$ cat config.mk
export PLATFORM = sky130hd
export DESIGN_NAME = div_requester
export DESIGN_NICKNAME = d
export VERILOG_FILES = /design/src/rtl/div_requester.sv
export SDC_FILE = /design/constraint.sdc
export NUM_CORES = 1
export LEC_CHECK = 0
export ABC_AREA = 1
export BUFFER_PORTS_ARGS = -buffer_cell sky130_fd_sc_hd__clkbuf_2
export CAP_MARGIN = 10
export CORE_MARGIN = 2
export CORE_UTILIZATION = 53
export CTS_BUF_LIST = sky130_fd_sc_hd__clkbuf_4 sky130_fd_sc_hd__clkbuf_8
export DETAILED_ROUTE_END_ITERATION = 8
export HOLD_SLACK_MARGIN = 0.06
export PLACE_DENSITY = 0.81
export SYNTH_ARGS = -nofsm -noshare
export SYNTH_HDL_FRONTEND = slang
export SYNTH_SLANG_ARGS = --single-unit
$ cat constraint.sdc
create_clock -name clk -period 1.8 [get_ports clk]
set_input_delay 0.09 -clock clk [delete_from_list [all_inputs] [get_ports clk]]
set_output_delay 0.09 -clock clk [all_outputs]
set_load 0.02 [all_outputs]
$ cat src/rtl/div_requester.sv
// div_requester: initiator side of the divider req/values/ack/result handshake.
// Takes a dividend/divisor command, issues it to the divider, and returns
// quotient/remainder or an error. Only one transaction is in flight at a time.
// Optional feature macro: DIV_REQUESTER_ZERO_BYPASS_EN. When it is defined, a
// divisor of zero is answered with an error directly and is never sent to the
// divider.
module div_requester #(
    parameter int unsigned W           = 8,
    parameter int unsigned TIMEOUT_CYC = 64,
    parameter int unsigned CNT_W       = 7
) (
    input  logic           clk,
    input  logic           reset,
    input  logic           cmd_valid,
    output logic           cmd_ready,
    input  logic [W-1:0]   cmd_dividend,
    input  logic [W-1:0]   cmd_divisor,
    output logic           div_req,
    output logic [2*W-1:0] div_values,
    input  logic           div_ack,
    input  logic [2*W-1:0] div_result,
    output logic           rsp_valid,
    input  logic           rsp_ready,
    output logic [W-1:0]   rsp_quotient,
    output logic [W-1:0]   rsp_remainder,
    output logic           rsp_error
);

    localparam logic [CNT_W-1:0] CNT_LAST = CNT_W'(TIMEOUT_CYC - 1);

    typedef enum logic [2:0] {
        S_IDLE,
        S_REQ,
        S_LOAD,
        S_WAIT,
        S_RESP
    } state_t;

    state_t           state_q, state_d;
    logic [W-1:0]     dividend_q, dividend_d;
    logic [W-1:0]     divisor_q, divisor_d;
    logic [CNT_W-1:0] count_q, count_d;
    logic             cmd_ready_q, cmd_ready_d;
    logic             div_req_q, div_req_d;
    logic [2*W-1:0]   div_values_q, div_values_d;
    logic             rsp_valid_q, rsp_valid_d;
    logic [W-1:0]     rsp_quotient_q, rsp_quotient_d;
    logic [W-1:0]     rsp_remainder_q, rsp_remainder_d;
    logic             rsp_error_q, rsp_error_d;

    // Next-state, operand/response capture and registered output values.
    always_comb begin
        state_d         = state_q;
        dividend_d      = dividend_q;
        divisor_d       = divisor_q;
        count_d         = count_q;
        rsp_quotient_d  = rsp_quotient_q;
        rsp_remainder_d = rsp_remainder_q;
        rsp_error_d     = rsp_error_q;

        case (state_q)
            S_IDLE: begin
                if (cmd_valid && cmd_ready_q) begin
                    dividend_d = cmd_dividend;
                    divisor_d  = cmd_divisor;
`ifdef DIV_REQUESTER_ZERO_BYPASS_EN
                    if (cmd_divisor == '0) begin
                        rsp_quotient_d  = '0;
                        rsp_remainder_d = '0;
                        rsp_error_d     = 1'b1;
                        state_d         = S_RESP;
                    end else begin
                        state_d = S_REQ;
                    end
`else
                    state_d = S_REQ;
`endif
                end
            end
            S_REQ:  state_d = S_LOAD;
            S_LOAD: state_d = S_WAIT;
            S_WAIT: begin
                // An ack in the final counted cycle still wins over the timeout.
                if (div_ack) begin
                    rsp_quotient_d  = div_result[2*W-1:W];
                    rsp_remainder_d = div_result[W-1:0];
                    rsp_error_d     = 1'b0;
                    state_d         = S_RESP;
                end else if (count_q == CNT_LAST) begin
                    rsp_quotient_d  = '0;
                    rsp_remainder_d = '0;
                    rsp_error_d     = 1'b1;
                    state_d         = S_RESP;
                end else begin
                    count_d = count_q + CNT_W'(1);
                end
            end
            S_RESP: begin
                if (rsp_ready) begin
                    count_d = '0;
                    state_d = S_IDLE;
                end
            end
            default: state_d = S_IDLE;
        endcase

        cmd_ready_d  = (state_d == S_IDLE);
        div_req_d    = (state_d == S_REQ);
        rsp_valid_d  = (state_d == S_RESP);
        div_values_d = ((state_d == S_LOAD) || (state_d == S_WAIT))
                       ? {dividend_d, divisor_d} : '0;
    end

    // State and output registers; reset drops any transaction in flight.
    always_ff @(posedge clk or posedge reset) begin
        if (reset) begin
            state_q         <= S_IDLE;
            dividend_q      <= '0;
            divisor_q       <= '0;
            count_q         <= '0;
            cmd_ready_q     <= 1'b1;
            div_req_q       <= 1'b0;
            div_values_q    <= '0;
            rsp_valid_q     <= 1'b0;
            rsp_quotient_q  <= '0;
            rsp_remainder_q <= '0;
            rsp_error_q     <= 1'b0;
        end else begin
            state_q         <= state_d;
            dividend_q      <= dividend_d;
            divisor_q       <= divisor_d;
            count_q         <= count_d;
            cmd_ready_q     <= cmd_ready_d;
            div_req_q       <= div_req_d;
            div_values_q    <= div_values_d;
            rsp_valid_q     <= rsp_valid_d;
            rsp_quotient_q  <= rsp_quotient_d;
            rsp_remainder_q <= rsp_remainder_d;
            rsp_error_q     <= rsp_error_d;
        end
    end

    assign cmd_ready     = cmd_ready_q;
    assign div_req       = div_req_q;
    assign div_values    = div_values_q;
    assign rsp_valid     = rsp_valid_q;
    assign rsp_quotient  = rsp_quotient_q;
    assign rsp_remainder = rsp_remainder_q;
    assign rsp_error     = rsp_error_q;

endmodule

# --- Word-level counts from Yosys, hierarchy flattened ---
# Index checks and enable logic that the tools add are counted.
word_totals:
  regBits: 62
  elab_cells: 51
op_classes:
  n_mux: 19
  n_addsub: 1
  reduce_logical: 8
  n_eq_ne: 12
ops:
  columns: ["cell", "count"]
  rows:
  - ["two-way mux 8 bit", 7]
  - ["two-way mux 7 bit", 3]
  - ["two-way mux 16 bit", 1]
  - ["one-hot mux 3 bit (5 select lines)", 1]
  - ["one-hot mux 7 bit (2 select lines)", 1]
  - ["== test 3 x 2 -> 1 bit (second input constant)", 4]
  - ["two-way mux 3 bit", 4]
  - ["adder 7 x 1 -> 7 bit (second input constant)", 1]
  - ["== test 7 x 6 -> 1 bit (second input constant)", 1]
  - ["== test 3 x 1 -> 1 bit (second input constant)", 2]
  - ["== test 3 bit (second input constant)", 2]
  - ["zero test 3 bit", 2]
  - ["inequality test 2 bit (second input constant)", 3]
  - ["AND reduction 4 bit", 1]
  - ["nonzero test 2 bit", 2]
  - ["two-way mux 1 bit", 2]
  - ["AND reduction 2 bit", 1]
  - ["logical AND 1 bit", 1]
  - ["logical OR 1 bit", 1]

# --- Logic depth before layout (Yosys ltp) ---
depth:
  depth_word: 7
  depth_mapped: 9

# --- Worst setup path after synthesis ---
# Ideal clock, no wire load.
synth_timing:
  path_type: "reg2reg"
  start: "register count_q[0]"
  end: "register div_values_q[13] (netlist: div_values[13])"
  period_less_slack_ps: 1380
  arrival_ps: 1268
  n_path_buf: 1
  setup_slack_ps: 420
  stages_incl_launch_ff: 10
  cell_sequence: "dfrtp_1 > ha_1 > inv_1 > nor2_2 > nand2_1 > nand2_2 > nand3_4 > buf_6 > nand2_1 > inv_2"
synth_between:
  elab_chain_cells: 7
  word_cells_on_any_way: 8
synth_lines:
  columns: ["element", "line_no", "text"]
  rows:
  - ["start, declared", "42", "logic [CNT_W-1:0] count_q, count_d;"]
  - ["start signal, assigned", "132", "count_q <= count_d;"]
  - ["== test 7 x 6 -> 1 bit (*)", "89", "end else if (count_q == CNT_LAST) begin"]
  - ["two-way mux 3 bit (*)", "89", null]
  - ["two-way mux 3 bit (*)", "84", "if (div_ack) begin"]
  - ["one-hot mux 3 bit (5 select lines) (*)", "61", "case (state_q)"]
  - ["named net state_d[1]", "39", "state_t state_q, state_d;"]
  - ["== test 3 x 2 -> 1 bit", "110", "div_values_d = ((state_d == S_LOAD) || (state_d == S_WAIT))"]
  - ["logical OR 1 bit (*)", "110", null]
  - ["two-way mux 16 bit (*)", "111", "? {dividend_d, divisor_d} : '0;"]
  - ["named net div_values_d[13]", "45", "logic [2*W-1:0] div_values_q, div_values_d;"]
  - ["end signal, assigned", "135", "div_values_q <= div_values_d;"]
  - ["end, declared", "45", null]
# Mark *: on every way through the listed nets, which the timed path passes. The rest lies on a longest branch.
# A chain may end at the register's enable or synchronous reset.

# --- Worst setup path after layout ---
layout_timing:
  start: "register count_q[0]"
  end: "register cmd_ready_q (netlist: cmd_ready)"
layout_between:
  elab_chain_cells: 5
layout_lines:
  columns: ["element", "line_no", "text"]
  rows:
  - ["== test 7 x 6 -> 1 bit", "89", null]
  - ["two-way mux 3 bit", "89", null]
  - ["two-way mux 3 bit", "84", null]
  - ["one-hot mux 3 bit (5 select lines)", "61", null]
  - ["named net state_d[2]", "39", null]
  - ["zero test 3 bit", "107", "cmd_ready_d = (state_d == S_IDLE);"]
  - ["named net cmd_ready_d", "43", "logic cmd_ready_q, cmd_ready_d;"]
  - ["end signal, assigned", "133", "cmd_ready_q <= cmd_ready_d;"]
  - ["end, declared", "43", null]
# The timed path passes the listed nets, and every way through them passes these cells.

==> qor.csv <==
metric,value,unit
number of port buffers,72,
later-pin clock latency in the skew report,0.34,ns
Finished Cell Area,3500,µm²
Tmin final,1.56,ns
DP Area,2930,µm²
Final setup viols,0,
Cell variety after synth,23,
vias per cell,4.80,
Total Wirelength,5810,µm
sw frac,39.6,%
P_sw,2.34,mW
post-DP HPWL,3500,µm
Post-Synthesis Cells,279,
Setup TNS,0,ns
Core ar.,4660,µm²
final hold vios,0,
Yosys Warn Count,0,
die area,5310,µm²
P_int,3.56,mW
Worst setup EP type,register,
Pins Over Slew Limit,0,
Min Hold Slack,0.114,ns
most frequent cells in the layout,"nand2_1 (145), clkbuf_2 (72), dfrtp_1 (61)",
clk_skew,0.0111,ns
largest net degree at the start of global routing,43,
post-cts resize count,0,
CTS Sinks,62,
sequential power share,39.2,%
synth-to-layout area growth,39.1,%
Mapped Nets,317,
vias in the first global route,2139,
gr usage total,23.4,%
post-synthesis cell area,2510,µm²
row cnt,25,
# diodes,0,
Synth Register Bits,62,
"commonest non-fill, non-tap cell in the layout",nand2_1,
RSZ-0062 raised after global routing,no,
clock group share of total power,23.7,%
drt wl/cell,12.9,µm
Mapped Avg Cell Area,9.01,µm²
# nets final,431,
P_leak,2.08,nW
CP required,2.08,ns
initial antenna violation count,0,
first-pass GRT wire length,9350,µm
die width,72.9,µm
Num CTS Buffers,9,
crit share post-route,86.9,%
proportion of synthesized chip area in sequential cells,61.7,%
vias,2171,
share of layout cells above drive strength 1,26.6,%
Max Freq,639,MHz
Worst Path Arrival,1.84,ns
Fill cells,279,
maxcap violations,0,
outcome,completed,
drt initial violations,156,
crit-path max FO,18,
Worst Hold Class,in -> reg,
"Reg clk slew, reported paths",0.07,ns
initial core utilization,54.0,%
Max H-tree Level,3,
global placement routability congestion,0.865,
critical path type,reg -> reg,
CTS tree,built,
Slew @ Worst Pin,0.448,ns
Power per Cell Area,1690,nW/µm²
DRC,0,
die span in y,72.9,µm
Rel. slew slack,70.1,%
global route overflow,0,
Pre-antenna DRT Iters,4,
antenna-violating nets left,0,
Gate power share,37.0,%
io pins,73,
root buffer cell,clkbuf_8,
Worst setup SP type,register,
Peak VDD IR,1050,µV
Clock Path Buffers,2,
final core occ,75.0,%
-- synthesized netlist by cell type (all sizes together) --
cell type	n	area [µm²]
buf	5	43.8
dfrtp	61	1530
a21oi	1	5.00
nand4	3	33.8
nand3	11	72.6
nor2	14	80.1
inv	30	115
o211ai	1	7.51
o21a	1	7.51
nand2	146	551
dfstp	1	26.3
ha	1	12.5
o21bai	1	7.51
xor2	3	26.3
-- repair_timing --
action / CTS / global route
buffers inserted: 0 / 0
hold buffers: 33 / 0
setup endpoints to repair: 0 / 0
endpoints found under the hold margin: 62 / 0
-- power groups by stage --
stage | sequential (mW) | clock, mW | combinational [mW]
after floorplan | 2.74 | 0 | 1.05
after global placement | 2.30 | 0 | 2.05
after detailed placement | 2.31 | 0 | 2.13
after CTS | 2.31 | 1.42 | 2.19
after global routing | 2.38 | 1.48 | 2.44
final | 2.32 | 1.40 | 2.19
-- per-stage QoR --
| stage | setup slack [ns] | std cells | power (mW) |
|---|---|---|---|
| 5_1_grt | 0.0522 | 452 | 6.30 |
| 3_3_place_gp | 0.289 | 403 | 4.35 |
| 2_1_floorplan | 0.170 | 279 | 3.79 |
| 3_5_place_dp | 0.217 | 403 | 4.44 |
| 4_1_cts | 0.211 | 452 | 5.92 |
| 6_report | 0.236 | 452 | 5.90 |
-- layout make-up --
class | instances | area (µm²) | area share [%]
multi-input combinational | 182 | 803 | 23.0
tap | 54 | 67.6 | 1.93
clock inverter | 5 | 81.3 | 2.33
clock buffer | 11 | 151 | 4.33
sequential | 62 | 1550 | 44.4
inverter | 30 | 115 | 3.29
timing repair buffer | 108 | 726 | 20.8
-- metal layers --
metal	routed length, µm	track usage [%]	vias up	share of wire [%]
met4	146	12.8	0	2.5
li1	-	-	1067	-
met1	2330	27.9	1012	40
met3	300	5.39	16	5.2
met5	0	0	-	0
met2	3040	39.2	76	52
-- worst paths after layout --
path	slack [ns]	cells after the start	start	end
hold reg to reg	0.48	2	dividend_q[5]$_DFF_PP0_	dividend_q[5]$_DFF_PP0_
max in group asynchronous	0.87	4	reset	cmd_ready$_DFF_PP1_
min in group asynchronous	0.32	3	reset	rsp_quotient[0]$_DFFE_PP0P_
setup reg to reg	0.24	8	count_q[0]$_DFFE_PP0P_	cmd_ready$_DFF_PP1_
hold / removal	0.11	4	div_ack	count_q[6]$_DFFE_PP0P_
setup / recovery	0.24	8	count_q[0]$_DFFE_PP0P_	cmd_ready$_DFF_PP1_
-- worst max-delay path: stages, from the launching register on --
cell,delay [ns]
dfrtp_1,0.41
ha_1,0.25
inv_1,0.07
nor2_2,0.04
nand2_1,0.12
nor2_2,0.07
nor2_4,0.31
nand2_1,0.12
nor2_1,0.12
-- sequential cells by signal, summed over array words and instances (netlist names) --
signal	flops
cmd_ready	1
count_q	7
div_req	1
div_values	16
dividend_q	8
divisor_q	8
rsp_error	1
rsp_quotient	8
rsp_remainder	8
rsp_valid	1
state_q	3
-- logic make-up after synthesis --
group,count (synthesis),synth area share [%]
XOR/XNOR,3,1.04
flip-flops,62,61.7
AND/OR/NAND/NOR,174,29.3
buffers and inverters,35,6.32
adder cells (fa/ha/maj),1,0.497
AO/OA/AOI/OAI,4,1.09
Power figures use the tool's default switching activity.
